--- src/rtl/jteeprom_master.sv ---
// jteeprom_master: turns one parallel EEPROM request into a 93C46-style
// three-wire frame, captures READ data and polls ready after programming.
module jteeprom_master #(
    parameter int unsigned DIV     = 8,
    parameter int unsigned TIMEOUT = 65535
) (
    input  logic        clk,
    input  logic        rst,
    input  logic        req,
    input  logic [2:0]  cmd,
    input  logic [5:0]  addr,
    input  logic [15:0] wdata,
    output logic        busy,
    output logic        done,
    output logic [15:0] rdata,
    output logic        err,
    output logic        scs,
    output logic        sclk,
    output logic        sdi,
    input  logic        sdo
);
    localparam int unsigned DIV_W = 8;
    localparam int unsigned TO_W  = 16;
    localparam int unsigned PAY_W = 24;  // opcode + address field + data, start bit excluded
    localparam int unsigned PLS_W = 5;

    localparam logic [2:0] CMD_READ  = 3'd0;
    localparam logic [2:0] CMD_WRITE = 3'd1;
    localparam logic [2:0] CMD_ERASE = 3'd2;
    localparam logic [2:0] CMD_EWEN  = 3'd3;
    localparam logic [2:0] CMD_EWDS  = 3'd4;
    localparam logic [2:0] CMD_ERAL  = 3'd5;
    localparam logic [2:0] CMD_WRAL  = 3'd6;

    typedef enum logic [2:0] {S_IDLE, S_SHIFT, S_CSGAP, S_POLL, S_FINISH} state_t;

    state_t             state_q, state_d;
    logic [2:0]         cmd_q, cmd_d;
    logic [PAY_W-1:0]   frame_q, frame_d;
    logic [DIV_W-1:0]   div_q, div_d;
    logic [PLS_W-1:0]   pulse_q, pulse_d;
    logic [TO_W-1:0]    tmo_q, tmo_d;
    logic [15:0]        rsh_q, rsh_d;
    logic               fail_q, fail_d;
    logic               busy_q, busy_d;
    logic               done_q, done_d;
    logic [15:0]        rdata_q, rdata_d;
    logic               err_q, err_d;
    logic               scs_q, scs_d;
    logic               sclk_q, sclk_d;
    logic               sdi_q, sdi_d;

    logic               is_read, is_long, is_poll;
    logic [PLS_W-1:0]   last_pulse;
    logic [1:0]         op_c;
    logic [5:0]         fld_c;
    logic [15:0]        dat_c;

    // Properties of the latched command.
    assign is_read    = (cmd_q == CMD_READ);
    assign is_long    = (cmd_q == CMD_READ) || (cmd_q == CMD_WRITE) || (cmd_q == CMD_WRAL);
    assign is_poll    = (cmd_q == CMD_WRITE) || (cmd_q == CMD_ERASE) ||
                        (cmd_q == CMD_ERAL)  || (cmd_q == CMD_WRAL);
    assign last_pulse = is_long ? PLS_W'(24) : PLS_W'(8);

    assign busy  = busy_q;
    assign done  = done_q;
    assign rdata = rdata_q;
    assign err   = err_q;
    assign scs   = scs_q;
    assign sclk  = sclk_q;
    assign sdi   = sdi_q;

    // Frame payload for the incoming command (opcode, address field, data).
    always_comb begin
        op_c  = 2'b00;
        fld_c = addr;
        dat_c = 16'h0000;
        case (cmd)
            CMD_READ:  op_c = 2'b10;
            CMD_WRITE: begin op_c = 2'b01; dat_c = wdata; end
            CMD_ERASE: op_c = 2'b11;
            CMD_EWEN:  fld_c = 6'b110000;
            CMD_EWDS:  fld_c = 6'b000000;
            CMD_ERAL:  fld_c = 6'b100000;
            CMD_WRAL:  begin fld_c = 6'b010000; dat_c = wdata; end
            default:   fld_c = 6'b000000;
        endcase
    end

    // Next-state and registered-output logic.
    always_comb begin
        state_d = state_q;
        cmd_d   = cmd_q;
        frame_d = frame_q;
        div_d   = div_q;
        pulse_d = pulse_q;
        tmo_d   = tmo_q;
        rsh_d   = rsh_q;
        fail_d  = fail_q;
        busy_d  = busy_q;
        done_d  = 1'b0;
        rdata_d = rdata_q;
        err_d   = err_q;
        scs_d   = scs_q;
        sclk_d  = sclk_q;
        sdi_d   = sdi_q;
        case (state_q)
            S_IDLE: begin
                if (req && !busy_q) begin
                    cmd_d   = cmd;
                    busy_d  = 1'b1;
                    err_d   = 1'b0;
                    div_d   = '0;
                    pulse_d = '0;
                    tmo_d   = '0;
                    if (cmd == 3'd7) begin
                        fail_d  = 1'b1;
                        state_d = S_FINISH;
                    end else begin
                        fail_d  = 1'b0;
                        frame_d = {op_c, fld_c, dat_c};
                        scs_d   = 1'b1;
                        sclk_d  = 1'b0;
                        sdi_d   = 1'b1;
                        state_d = S_SHIFT;
                    end
                end else if (done_q) begin
                    busy_d = 1'b0;
                end
            end
            S_SHIFT: begin
                if (div_q == DIV_W'(DIV - 1)) begin
                    div_d = '0;
                    if (!sclk_q) begin
                        sclk_d = 1'b1;
                    end else begin
                        sclk_d = 1'b0;
                        if (is_read && (pulse_q >= PLS_W'(9))) begin
                            rsh_d = {rsh_q[14:0], sdo};
                        end
                        if (pulse_q == last_pulse) begin
                            scs_d   = 1'b0;
                            sdi_d   = 1'b0;
                            state_d = S_CSGAP;
                        end else begin
                            pulse_d = pulse_q + PLS_W'(1);
                            sdi_d   = frame_q[PAY_W-1];
                            frame_d = {frame_q[PAY_W-2:0], 1'b0};
                        end
                    end
                end else begin
                    div_d = div_q + DIV_W'(1);
                end
            end
            S_CSGAP: begin
                if (div_q == DIV_W'(DIV - 1)) begin
                    div_d = '0;
                    if (is_poll) begin
                        scs_d   = 1'b1;
                        state_d = S_POLL;
                    end else begin
                        state_d = S_FINISH;
                    end
                end else begin
                    div_d = div_q + DIV_W'(1);
                end
            end
            S_POLL: begin
                if (sdo) begin
                    scs_d   = 1'b0;
                    state_d = S_FINISH;
                end else if (tmo_q == TO_W'(TIMEOUT - 2)) begin
                    fail_d  = 1'b1;
                    scs_d   = 1'b0;
                    state_d = S_FINISH;
                end else begin
                    tmo_d = tmo_q + TO_W'(1);
                end
            end
            S_FINISH: begin
                done_d  = 1'b1;
                err_d   = fail_q;
                state_d = S_IDLE;
                if (is_read && !fail_q) begin
                    rdata_d = rsh_q;
                end
            end
            default: state_d = S_IDLE;
        endcase
    end

    // State register; reset drops the serial lines immediately.
    always_ff @(posedge clk or posedge rst) begin
        if (rst) begin
            state_q <= S_IDLE;
            cmd_q   <= '0;
            frame_q <= '0;
            div_q   <= '0;
            pulse_q <= '0;
            tmo_q   <= '0;
            rsh_q   <= '0;
            fail_q  <= 1'b0;
            busy_q  <= 1'b0;
            done_q  <= 1'b0;
            rdata_q <= '0;
            err_q   <= 1'b0;
            scs_q   <= 1'b0;
            sclk_q  <= 1'b0;
            sdi_q   <= 1'b0;
        end else begin
            state_q <= state_d;
            cmd_q   <= cmd_d;
            frame_q <= frame_d;
            div_q   <= div_d;
            pulse_q <= pulse_d;
            tmo_q   <= tmo_d;
            rsh_q   <= rsh_d;
            fail_q  <= fail_d;
            busy_q  <= busy_d;
            done_q  <= done_d;
            rdata_q <= rdata_d;
            err_q   <= err_d;
            scs_q   <= scs_d;
            sclk_q  <= sclk_d;
            sdi_q   <= sdi_d;
        end
    end
endmodule

--- config.mk ---
export PLATFORM = sky130hd
export DESIGN_NAME = jteeprom_master
export DESIGN_NICKNAME = d
export VERILOG_FILES = /design/src/rtl/jteeprom_master.sv
export SDC_FILE = /design/constraint.sdc
export NUM_CORES = 1
export LEC_CHECK = 0
export BUFFER_PORTS_ARGS = -buffer_cell sky130_fd_sc_hd__buf_4
export CORE_ASPECT_RATIO = 1.25
export CORE_MARGIN = 3
export CORE_UTILIZATION = 54
export DETAILED_ROUTE_END_ITERATION = 12
export PLACE_DENSITY = 0.85
export SYNTH_ARGS = -nofsm -noshare
export SYNTH_HDL_FRONTEND = slang
export SYNTH_SLANG_ARGS = --single-unit
--- constraint.sdc ---
create_clock -name clk -period 4.8 [get_ports clk]
set_input_delay 0.48 -clock clk [delete_from_list [all_inputs] [get_ports clk]]
set_output_delay 0.48 -clock clk [all_outputs]
set_load 0.005 [all_outputs]
Word level (Yosys, flattened, before mapping)
Index checks and enable logic that the tools add are counted.
{"block": "totals", "latch_bits": 0, "input_bits": 29, "mem_bits_rw": 0, "output_inout_bits": 22, "reg_bits": 98, "word_cells": 145, "mem_bits_ro": 0, "n_memories": 0}
{"block": "classes", "add_sub_neg": 3, "n_eq_ne": 29, "n_div": 0, "mul": 0, "n_bitwise": 0, "shifts": 0, "reduce_logical": 36, "n_mux": 61, "magnitude_cmp": 1}
{"op": "$mux 24", "n": 5}
{"op": "$mux 16", "n": 4}
{"op": "$pmux 24 s2", "n": 1}
{"op": "$pmux 16 s2", "n": 1}
{"op": "$mux 3", "n": 9}
{"op": "$mux 5", "n": 5}
{"op": "$mux 1", "n": 24}
{"op": "$pmux 6 s4", "n": 1}
{"op": "$ne 2x2->1 const B", "n": 11}
{"op": "$eq 3x3->1 const B", "n": 6}
{"op": "$add 16x1->16 const B", "n": 1}
{"op": "$eq 16x16->1 const B", "n": 1}
{"op": "$mux 8", "n": 2}
{"op": "$pmux 8 s2", "n": 1}
{"op": "$reduce_and 4->1", "n": 4}
{"op": "$eq 3x2->1 const B", "n": 5}
{"op": "$pmux 3 s4", "n": 1}
{"op": "$reduce_and 6->1", "n": 2}
{"op": "$pmux 5 s2", "n": 1}
{"op": "$reduce_and 2->1", "n": 5}
{"op": "$reduce_and 5->1", "n": 2}
{"op": "$reduce_bool 2->1", "n": 5}
{"op": "$eq 3x1->1 const B", "n": 3}
{"op": "$logic_not 3->1", "n": 3}
{"op": "other kinds (16)", "n": 27}

Longest topological paths before layout
{"block": "depth", "word_depth": 9, "mapped_depth": 9, "depth_no_buf": 7}

Least setup slack after synthesis
OpenSTA, ideal clock, no wires.
{"block": "synth_path", "kind": "flip-flop to flip-flop", "from": "reg state_q[0]", "to": "reg frame_q[10]", "path_stages_with_launch": 9, "setup_time_ps": 125, "t_arrival_ps": 1961, "path_slack_ps": 2714, "required_time_ps": 4675, "path_buffers": 3, "path_cell_list": "dfrtp_1 > buf_4 > nor3_2 > nand2_1 > a21oi_4 > and2_1 > buf_6 > buf_8 > mux2_4"}
{"block": "synth_via", "elab_chain_cells": 3, "elab_cells_between_ends": 10}
{"element": "from (decl)", "line_no": "37", "text": "state_t state_q, state_d;"}
{"element": "from (signal assigned)", "line_no": "212", "text": "state_q <= state_d;"}
{"element": "$eq 3x1->1 or $logic_not 3->1 (tied branches)", "line_no": "108", "text": "case (state_q)"}
{"element": "$ne 2x2->1 (no source line) or $reduce_bool 2->1 (tied branches)"}
{"element": "$reduce_and 6->1 (no source line)"}
{"element": "to (signal assigned)", "line_no": "214", "text": "frame_q <= frame_d;"}
{"element": "to (decl)", "line_no": "39", "text": "logic [PAY_W-1:0] frame_q, frame_d;"}
Parallel ways exist; a longest one is shown, timed or not.
A chain may end at the register's enable or synchronous reset.

Worst setup path after layout
{"block": "layout_path", "from": "reg state_q[0]", "to": "reg frame_q[21]"}
Same word-level chain as after synthesis.

==> flow_metrics.tcl <==
set metrics [dict create \
    hold-worst-slack_ns 0.233 \
    grt_pass1_vias 3489 \
    critPathArrivalTime_ns 3.54 \
    ys.warnings.count 0 \
    drc 0 \
    start_util 0.566 \
    die_h_um 114 \
    worst_ir_drop_vdd_mv 0.235 \
    avgSynthCellArea_um2 11.4 \
    crit_type "flop to flop" \
    rsz0062_at_grt "false" \
    cts-resized-gates 0 \
    root_buffer "clkbuf_8" \
    async_flop_share 1.00 \
    pin_count 51 \
    cts_tree "yes" \
    synthesis.area_um2 5000 \
    grt_max_degree 51 \
    run_status "finished clean" \
    total_leakage_power_nw 2.59 \
    slew_headroom 0.135 \
    n_antenna_cell 0 \
    clk_pin_slew_ns 0.10 \
    path_max_fanout 34 \
    cts_made_buffers 9 \
    fmax_ghz 0.305 \
    synth_flop_cell "dfrtp_1" \
    ant_nets 0 \
    skew_ns 0.0157 \
    drive_above_1_share 0.220 \
    synth_top_area_share 0.490 \
    die_x_um 92.1 \
    synth.ff_latch_count 98 \
    vias 3517 \
    maxCapViolations 0 \
    timing.rr.start "state_q[0]" \
    synth_cells 438 \
    fin_setup_tns_ns 0 \
    crit_start "state_q[0]" \
    place_congestion 0.896 \
    cts_hold_buf 0 \
    fin_crit_sh 0.684 \
    crit_required_ns 5.05 \
    cts_buffer_depth 2 \
    hold_path.class "primary input to async pin" \
    synth-edff-count 0 \
    overflow 0 \
    slew_violations 0 \
    period_needed_ns 3.28 \
    ys_top_cells_by_area "dfrtp_1 (49%), mux2_1 (7.0%), a22o_1 (3.5%), xnor2_1 (3.2%), mux2_4 (3.0%)" \
    timing.final.ws_setup_ns 1.52 \
    syn_nets 476 \
    drt_iter0_markers 244 \
    worst_slew_pin_slew_ns 1.29 \
    rows 38 \
    power.density_nw_per_um2 409 \
    cts.sinks 98 \
    setup_viol 0 \
    final_nets 520 \
    cp-start-kind "flop" \
    synth_cell_types 63 \
    core_area_um2 8840 \
    track_usage 0.190 \
    htreeDepth 3 \
    grt_pass1_wl_mm 16.1 \
    clkLatencyLatePin_ns 0.37 \
    wl_per_cell_um 15.4 \
    first_pass_iters 7 \
    cts_setup_buffers 0 \
    port_buffers 50 \
    cp-end-kind "flop" \
    antenna_found_initial 0 \
    synth_area_leader_cell "dfrtp_1" \
    yosysSeqAreaShare 0.490 \
    dp_hpwl_mm 6.59 \
    viasPerCell 5.79 \
    drt-total-wl_mm 9.34 \
    area_delta_synth_final_pct 11.9 \
    die_area_um2 10500 \
    hold_viol 0 \
    dp_slack_ns 1.51 \
    rrSetupSlack_ns 1.52 \
]
area by class of cell:
type                            count  area [um^2]
Clock buffer                       10          128
Clock inverter                      6         48.8
Fill cell                         719         3250
Inverter                           15         60.1
Multi-Input combinational cell    306         2370
Sequential cell                    98         2450
Tap cell                          120          150
Timing Repair Buffer               52          390
kinds of logic after synthesis:
group,Yosys count,share of synthesized area
simple gates,127,0.146
flops,98,0.490
compound gates,94,0.137
mux,54,0.129
buf+inv,34,0.0368
xor+xnor,22,0.0385
fa+ha+maj,9,0.0225
sequential cells by signal, summed over array words and instances (netlist names), 3 cells and up:
signal,cells
div_q,8
rdata,16
pulse_q,5
cmd_q,3
rsh_q,16
tmo_q,16
state_q,3
frame_q,24
cells in the mapped netlist (2+ instances only):
master / number
nand2b_1: 2
a21oi_1: 19
xor2_1: 4
o211ai_4: 2
nand3_1: 17
dfrtp_1: 98
o21ai_0: 20
a211oi_1: 4
buf_4: 3
a2111oi_1: 5
or4_1: 2
and4_1: 2
mux2_1: 31
nor3_1: 9
nand4_1: 5
a22o_1: 20
a22oi_1: 2
nand2_1: 26
buf_6: 4
o211ai_1: 2
nor4_1: 5
and2_1: 7
or3_1: 3
nor2b_1: 4
inv_1: 14
nor2_1: 28
mux2_2: 13
mux2_4: 10
nand3b_1: 3
o21ai_1: 3
ha_1: 9
xnor2_1: 18
clkbuf_1: 9
nor3_2: 2
o31ai_1: 5
power breakdown:
part           leakage (nW)  internal, mW  total, mW  switching (mW)
sequential             1.32         0.985       1.14           0.151
combinational          1.19         0.313      0.663           0.350
clock                0.0852         0.195      0.490           0.295
total                  2.59          1.49       2.29           0.795
layer usage:
| layer | vias to the layer above | wire, um | part of all wire | global-route usage |
|---|---|---|---|---|
| met1 | 1720 | 4100 | 0.44 | 0.246 |
| met4 | 0 | 101 | 0.011 | 0.0565 |
| met2 | 102 | 4730 | 0.51 | 0.321 |
| li1 | 1685 | - | - | - |
| met5 | - | 0 | 0 | 0 |
| met3 | 10 | 409 | 0.044 | 0.0449 |
critical path: stages (launching register included):
cell	delay, ns
dfrtp_1	0.71
nor3b_4	0.27
buf_4	0.34
nand4_4	0.22
a21oi_4	0.26
and2_1	0.96
mux2_1	0.40
metrics by stage:
stage               area [um^2]   util  power, mW  cells
floorplan                  5000      -       1.64    438
global placement           5420  0.613       1.78    591
detailed placement         5420  0.613       1.82    591
CTS                        5600  0.633       2.31    607
global route               5600  0.633       2.44    607
finish                     5600  0.633       2.29    607
final timing paths:
check                              endpoint  cells after the start
worst max-delay path            frame_q[21]                      6
worst min-delay path               rdata[5]                      2
worst max register to register  frame_q[21]                      6
worst min register to register     rdata[5]                      1
max in group asynchronous          cmd_q[0]                      3
min in group clk                   rsh_q[0]                      2
placed cells by master (no fill, tap or decap), types with 3 or more instances in the layout:
cell type	n
and2_1	7
o31ai_1	5
buf_4	52
nor2_1	28
dfrtp_1	98
xor2_1	4
or3_1	3
a2111oi_1	5
ha_1	9
mux2_1	31
a21oi_1	19
nor2b_1	4
nor3_1	9
nand3_1	17
nand3b_1	3
nor4_1	5
a22o_1	20
nand4_1	5
o21ai_1	3
nand2_1	26
clkbuf_8	9
inv_1	13
o21ai_0	20
mux2_2	13
a211oi_1	4
mux2_4	10
xnor2_1	18
No activity file was read; power rests on OpenSTA's default activity.
